--- src/rtl/pipe_mat4_vec_seq_if.sv ---
// Request/response and dot-unit bundle for the mat4*vec sequencer.
// master = requester/dot-unit side, slave = the sequencer.
interface pipe_mat4_vec_seq_if;
  logic         start;
  logic [511:0] mat;
  logic [127:0] vec;
  logic         ready;
  logic         dot_clk_en;
  logic [31:0]  dot_v1;
  logic [31:0]  dot_v2;
  logic [31:0]  dot_result;
  logic [127:0] out_vec;
  logic         done;

  modport master (
    output start, mat, vec, dot_result,
    input  ready, dot_clk_en, dot_v1, dot_v2, out_vec, done
  );

  modport slave (
    input  start, mat, vec, dot_result,
    output ready, dot_clk_en, dot_v1, dot_v2, out_vec, done
  );
endinterface

--- src/rtl/pipe_mat4_vec_seq.sv ---
// Streams M(r,c)/v(c) pairs to the serial dot unit on phase-0 group boundaries and gathers M*v; done 16+DOT_LATENCY after first issue.
// One request in flight: ready drops on accept, returns the cycle after done; start while busy is dropped.
module pipe_mat4_vec_seq #(
  parameter int DOT_LATENCY = 16
) (
  input logic                 clock,
  input logic                 aclr_n,
  pipe_mat4_vec_seq_if.slave  bus
);

  typedef enum logic [2:0] {S_IDLE, S_ALIGN, S_ISSUE, S_DRAIN, S_DONE} state_t;

  state_t                         state_q, state_d;
  logic [1:0]                     phase_q, phase_d;
  logic [3:0]                     k_q, k_d;
  logic [511:0]                   mat_q, mat_d;
  logic [127:0]                   vec_q, vec_d;
  logic [DOT_LATENCY-1:0]         tag_vld_q, tag_vld_d;
  logic [DOT_LATENCY-1:0][1:0]    tag_row_q, tag_row_d;
  logic [3:0][31:0]               out_vec_q, out_vec_d;
  logic                           clk_en_q, clk_en_d;

  logic       issue;
  logic       tag_exit;
  logic [1:0] exit_row;

  assign issue    = (state_q == S_ISSUE);
  assign tag_exit = tag_vld_q[DOT_LATENCY-1];
  assign exit_row = tag_row_q[DOT_LATENCY-1];

  always_comb begin
    state_d   = state_q;
    phase_d   = phase_q + 2'd1;
    k_d       = 4'd0;
    mat_d     = mat_q;
    vec_d     = vec_q;
    out_vec_d = out_vec_q;
    clk_en_d  = 1'b1;

    for (int i = DOT_LATENCY - 1; i > 0; i--) begin
      tag_vld_d[i] = tag_vld_q[i-1];
      tag_row_d[i] = tag_row_q[i-1];
    end
    // A row's tag enters with its last component; it exits when that row's result is on dot_result.
    tag_vld_d[0] = issue && (k_q[1:0] == 2'd3);
    tag_row_d[0] = k_q[3:2];

    if (tag_exit) begin
      out_vec_d[exit_row] = bus.dot_result;
    end

    case (state_q)
      S_IDLE: begin
        if (bus.start) begin
          mat_d   = bus.mat;
          vec_d   = bus.vec;
          state_d = (phase_q == 2'd3) ? S_ISSUE : S_ALIGN;
        end
      end
      S_ALIGN: begin
        if (phase_q == 2'd3) begin
          state_d = S_ISSUE;
        end
      end
      S_ISSUE: begin
        k_d = k_q + 4'd1;
        if (k_q == 4'd15) begin
          state_d = S_DRAIN;
        end
      end
      S_DRAIN: begin
        if (tag_exit && (exit_row == 2'd3)) begin
          state_d = S_DONE;
        end
      end
      S_DONE:  state_d = S_IDLE;
      default: state_d = S_IDLE;
    endcase
  end

  always_ff @(posedge clock or negedge aclr_n) begin
    if (!aclr_n) begin
      state_q   <= S_IDLE;
      phase_q   <= 2'd0;
      k_q       <= 4'd0;
      mat_q     <= '0;
      vec_q     <= '0;
      tag_vld_q <= '0;
      tag_row_q <= '0;
      out_vec_q <= '0;
      clk_en_q  <= 1'b0;
    end else begin
      state_q   <= state_d;
      phase_q   <= phase_d;
      k_q       <= k_d;
      mat_q     <= mat_d;
      vec_q     <= vec_d;
      tag_vld_q <= tag_vld_d;
      tag_row_q <= tag_row_d;
      out_vec_q <= out_vec_d;
      clk_en_q  <= clk_en_d;
    end
  end

  // Issue index k maps to mat bit offset 32*k and vec bit offset 32*(k&3).
  assign bus.dot_v1     = issue ? mat_q[{k_q, 5'b0} +: 32] : 32'd0;
  assign bus.dot_v2     = issue ? vec_q[{k_q[1:0], 5'b0} +: 32] : 32'd0;
  assign bus.ready      = (state_q == S_IDLE);
  assign bus.done       = (state_q == S_DONE);
  assign bus.out_vec    = out_vec_q;
  assign bus.dot_clk_en = clk_en_q;

endmodule
--- src/flat_wrapper.sv ---
// flat-port wrapper written by rule: the top's interface ports become plain ports
module pipe_mat4_vec_seq_flat 
#(
  parameter int DOT_LATENCY = 16
)
  (clock, aclr_n, bus_start, bus_mat, bus_vec, bus_dot_result, bus_ready, bus_dot_clk_en, bus_dot_v1, bus_dot_v2, bus_out_vec, bus_done);
  pipe_mat4_vec_seq_if bus_i ();
  input logic clock;
  input logic aclr_n;
  input wire logic [$bits(bus_i.start)-1:0] bus_start;
  input wire logic [$bits(bus_i.mat)-1:0] bus_mat;
  input wire logic [$bits(bus_i.vec)-1:0] bus_vec;
  input wire logic [$bits(bus_i.dot_result)-1:0] bus_dot_result;
  output wire logic [$bits(bus_i.ready)-1:0] bus_ready;
  output wire logic [$bits(bus_i.dot_clk_en)-1:0] bus_dot_clk_en;
  output wire logic [$bits(bus_i.dot_v1)-1:0] bus_dot_v1;
  output wire logic [$bits(bus_i.dot_v2)-1:0] bus_dot_v2;
  output wire logic [$bits(bus_i.out_vec)-1:0] bus_out_vec;
  output wire logic [$bits(bus_i.done)-1:0] bus_done;
  assign bus_i.start = bus_start;
  assign bus_i.mat = bus_mat;
  assign bus_i.vec = bus_vec;
  assign bus_i.dot_result = bus_dot_result;
  assign bus_ready = bus_i.ready;
  assign bus_dot_clk_en = bus_i.dot_clk_en;
  assign bus_dot_v1 = bus_i.dot_v1;
  assign bus_dot_v2 = bus_i.dot_v2;
  assign bus_out_vec = bus_i.out_vec;
  assign bus_done = bus_i.done;
  pipe_mat4_vec_seq #(.DOT_LATENCY(DOT_LATENCY)) u_core (.clock(clock), .aclr_n(aclr_n), .bus(bus_i));
endmodule
--- config.mk ---
export PLATFORM = sky130hd
export DESIGN_NAME = pipe_mat4_vec_seq_flat
export DESIGN_NICKNAME = d
export VERILOG_FILES = /design/src/rtl/pipe_mat4_vec_seq_if.sv /design/src/rtl/pipe_mat4_vec_seq.sv /design/src/flat_wrapper.sv
export SDC_FILE = /design/constraint.sdc
export NUM_CORES = 1
export LEC_CHECK = 0
export ABC_AREA = 1
export CORE_AREA = 2 2 334 336
export DETAILED_ROUTE_END_ITERATION = 8
export DIE_AREA = 0 0 336 338
export PLACE_DENSITY_LB_ADDON = 0.25
export SLEW_MARGIN = 20
export SYNTH_ARGS = -nofsm -noshare
export SYNTH_HDL_FRONTEND = slang
export SYNTH_SLANG_ARGS = --single-unit
--- constraint.sdc ---
create_clock -name clock -period 4.15 [get_ports clock]
set_input_delay 0.415 -clock clock [delete_from_list [all_inputs] [get_ports clock]]
set_output_delay 0.415 -clock clock [all_outputs]
set_load 0.1 [all_outputs]
* Word level (Yosys, flattened, before mapping)
Cells that the tools add are included.
Word-level totals: bits of input ports 675, bits in read-only memories 0, flip-flop bits (word level) 826, logic and storage cells 63, memories 0, bits in writable memories 0, bits in latches 0
Cells by class: reductions and logical operators 6, shift-type cells 2, order comparisons 2, multiply operators 0, divide/modulo/power cells 0, eq/ne operators 12, bitwise logic cells 0, mux-type cells 12, add/sub/neg operators 2
Operator list (count):
- variable part select 512 x 10 -> 32 bit | 1
- bitwise mux 128 bit | 1
- variable part select 128 x 8 -> 32 bit | 1
- two-way mux 32 bit | 3
- demux 32 bit (select 2 bit) | 1
- two-way mux 3 bit | 4
- one-hot mux 3 bit (4 select lines) | 1
- == test 2 bit (second input constant) | 3
- == test 3 x 2 -> 1 bit (second input constant) | 2
- adder 4 x 1 -> 4 bit (second input constant) | 1
- == test 4 bit (second input constant) | 1
- two-way mux 4 bit | 1
- inequality test 2 x 1 -> 1 bit (second input constant) | 2
- inequality test 2 bit (second input constant) | 2
- AND reduction 4 bit | 1
- == test 3 x 1 -> 1 bit (second input constant) | 1
- == test 3 bit (second input constant) | 1
- logical AND 1 bit | 3
- logical NOT 3 bit | 1
- less-than comparator 2 x 3 -> 1 bit (second input constant) | 1
- adder 2 x 1 -> 2 bit (second input constant) | 1
- greater-or-equal comparator 2 x 1 -> 1 bit (second input constant) | 1
- two-way mux 2 bit | 1
- AND reduction 2 bit | 1

* Logic depth before layout (Yosys ltp)
word-level depth 5, mapped depth 10, depth with buffers taken out 8

* Least setup slack after synthesis
No wires, ideal clock.
path type register to output, start reg u_core.k_q[0], end out bus_dot_v1[17], stages on the path, launching flop included 11, slack 1.056 ns, arrival time 2.679 ns, path buffers 4, path through dfrtp_1 > buf_4 > inv_2 > buf_2 > buf_6 > buf_6 > nand2_1 > nand3_1 > nand3_1 > nand3_1 > a21oi_1
On the way: word-level cells in the longest chain between the ends 2
RTL lines:
- start: declaration | RTL line pipe_mat4_vec_seq.sv:15 | logic [3:0] k_q, k_d;
- start signal: assignment | RTL line pipe_mat4_vec_seq.sv:95 | k_q <= k_d;
- variable part select 512 x 10 -> 32 bit | RTL line pipe_mat4_vec_seq.sv:106 | assign bus.dot_v1 = issue ? mat_q[{k_q, 5'b0} +: 32] : 32'd0;
- two-way mux 32 bit | RTL line pipe_mat4_vec_seq.sv:106
- end: declaration | RTL line flat_wrapper.sv:16 | output wire logic [$bits(bus_i.dot_v1)-1:0] bus_dot_v1;
No other way between the ends.

* Final worst setup path
start reg u_core.k_q[0], end out bus_dot_v1[9]
The elaborated chain is that of the path after synthesis.

==> impl_metrics.toml <==
[run_status]
outcome = "completed"

[clocking]
cts.sinks = 826
cts_resized = 0
clk-insertion-delay-late_ns = 0.69
clock-root-buffer = "clkbuf_16"
htree_levels = 3
cts_buffers = 96
postCtsSetupBuffers = 0
cts_tree = "yes"
hold_buffers = 1
clockBufferDepth = 3
clkSlewWorstSetupHoldPaths_ns = 0.06

[detailed_routing]
routed_wl_mm = 144
drt_iter0_drc = 2436
drtPass1Iterations = 6
ant_nets = 0
num_vias = 31700
wire_per_inst_um = 22.1
post_drt_via_cell_ratio = 4.85
drc = 0

[critical_path]
cp-end-kind = "primary output"
start_kind = "register"
crit_type = "reg -> out"
critPathRequiredTime_ns = 3.73
critPathArrivalTime_ns = 3.50
cp_max_fo = 71

[die]
start_util = 0.349
std_cell_rows = 122
num_io_pins = 870
die_h_um = 338
core_um2 = 110000
die_w_um = 336
dieArea_um2 = 114000

[synthesis]
synth-seq-area-share = 0.538
synth-seq-cells = 826
synth_mux_area_frac = 0.0995
ys_types = 26
synth-xor-area-share = 0
synth_compound_area_frac = 0.0925
netlist_instances = 4189
yosys.area_share.adder = 0.000652
yosys_most_used_dff = "dfrtp_1"
synth_top_family_by_area = "simple AND/OR/NAND/NOR gates"
synth-edff-count = 0
synth_async_sr_flop_share = 1.00
yosysWarnings = 0
synthSimpleGateAreaFrac = 0.183
syn_nets = 4866
syn_avg_cell_area_um2 = 9.16
syn_area_um2 = 38400

[sta]
setup_tns_ns = 0
rsz0062_at_grt = "false"
fmax_ghz = 0.255
timing.hold.ws_ns = 0.299
final_max_slew_viol_count = 0
setup_viol = 0
min_period_ns = 3.91
finalClockSkew_ns = 0.0182
finalHoldViolCount = 0
post-route-period-util = 0.943
setup_ws_ns = 0.236
slew_headroom = 0.223
worst_slew_pin_slew_ns = 1.17

[grt]
grt_pass1_vias = 31400
grt_pass1_wl_mm = 208
antenna_found_initial = 35
grt_max_degree = 183
overflow = 0
gr-usage-all-layers = 0.249

[power_and_ir_drop]
ir_drop_mv = 0.701
p_per_area_nw_per_um2 = 769
p_leak_nw = 25.1

[cells_and_area]
final_common_cell = "dfrtp_1"
area_growth_pct = 34.8
fin_area_um2 = 51800
most-common-layout-cells = "dfrtp_1, clkdlybuf4s50_1, nor2_1"
drive_gt1_frac = 0.128
nets = 5642

[placement]
place_hpwl_mm = 107
gp_congestion = 0.949
portBuffers = 869
place_area_um2 = 48500
dp_slack_ns = 0.936

[run]
maxCapViolCount = 0

[hold_path]
min_path_type = "in -> reg"
cells by family after synthesis:
kind of cell | Yosys count
and+or+nand+nor | 1753
other | 1
AOI/OAI and AO/OA | 649
DFF | 826
buffers and inverters | 702
adders and majority gates | 2
muxes | 256
path summary, 6_finish.rpt:
kind                                                start                             to  slack [ns]  depth (start not counted)
max                               u_core.k_q[0]$_DFF_PN0_                  bus_dot_v1[9]        0.24                          9
min                                          bus_mat[438]  u_core.mat_q[438]$_DFFE_PN0P_        0.30                          3
max reg2reg                       u_core.k_q[0]$_DFF_PN0_  u_core.state_q[0]$_DFFE_PN0P_        1.51                          7
min reg2reg                u_core.tag_row_d[31]$_DFF_PN0_   u_core.exit_row[1]$_DFF_PN0_        0.33                          0
max in group asynchronous                          aclr_n  u_core.vec_q[120]$_DFFE_PN0P_        2.59                          3
min in group asynchronous                          aclr_n  u_core.mat_q[127]$_DFFE_PN0P_        0.41                          2
flip-flops by register name, indices dropped and copies added, names as in the netlist:
name / cells
u_core.mat_q: 512
u_core.vec_q: 128
u_core.tag_vld_q: 16
u_core.bus.dot_clk_en: 1
u_core.bus.out_vec: 128
u_core.state_q: 3
u_core.exit_row: 2
u_core.phase_q: 2
u_core.tag_row_d: 30
u_core.k_q: 4
per-stage QoR:
step / cells / utilization / total power [W]
floorplan: 4189 / - / 0.0253
global placement: 6354 / 0.440 / 0.0310
detailed placement: 6354 / 0.440 / 0.0312
CTS: 6529 / 0.470 / 0.0401
global route: 6538 / 0.470 / 0.0420
finish: 6538 / 0.470 / 0.0398
worst max-delay path, stage by stage, from the launching register on:
cell and delay, ns:
dfrtp_4 0.55, inv_8 0.37, buf_4 0.46, buf_4 0.39
nand2_1 0.09, nand3_1 0.08, nand3_1 0.15, nand3_1 0.15
a21oi_1 0.20, buf_12 0.24
layer usage:
layer / wire [um] / vias to the layer above / share of wire / GRT usage
met5: 193 / - / 0.0013 / 0
met4: 5530 / 30 / 0.038 / 0.0957
met3: 12000 / 249 / 0.083 / 0.0652
met2: 65600 / 1227 / 0.45 / 0.389
met1: 61200 / 15400 / 0.42 / 0.331
li1: - / 14800 / - / -
power breakdown:
part | internal [W] | switching (W)
combinational | 0.00666 | 0.0120
clock | 0.00512 | 0.00358
sequential | 0.0111 | 0.00132
total | 0.0229 | 0.0169
area by class of cell:
cell class	count	area, um^2
clock inverters	27	377
clock buffers	147	2890
multi-input cells	2661	14400
well taps	1488	1860
flip-flops and latches	826	20700
fillers	10600	58300
repair buffers	950	9850
inverters	430	1630
diodes	9	22.5
Yosys cell counts (3+ instances only):
| master | number | area [um^2] |
|---|---|---|
| nand2_1 | 647 | 2430 |
| o21ai_0 | 197 | 986 |
| inv_2 | 3 | 11.3 |
| buf_4 | 7 | 52.6 |
| mux2_1 | 4 | 45.0 |
| a21oi_2 | 80 | 701 |
| buf_2 | 63 | 315 |
| buf_1 | 22 | 82.6 |
| dfrtp_1 | 826 | 20700 |
| buf_6 | 76 | 856 |
| nor2_1 | 774 | 2910 |
| mux2_4 | 250 | 3750 |
| a21oi_1 | 371 | 1860 |
| nand3_1 | 325 | 1630 |
| inv_1 | 425 | 1600 |
| clkbuf_1 | 104 | 390 |
No activity file was read; power rests on OpenSTA's default activity.
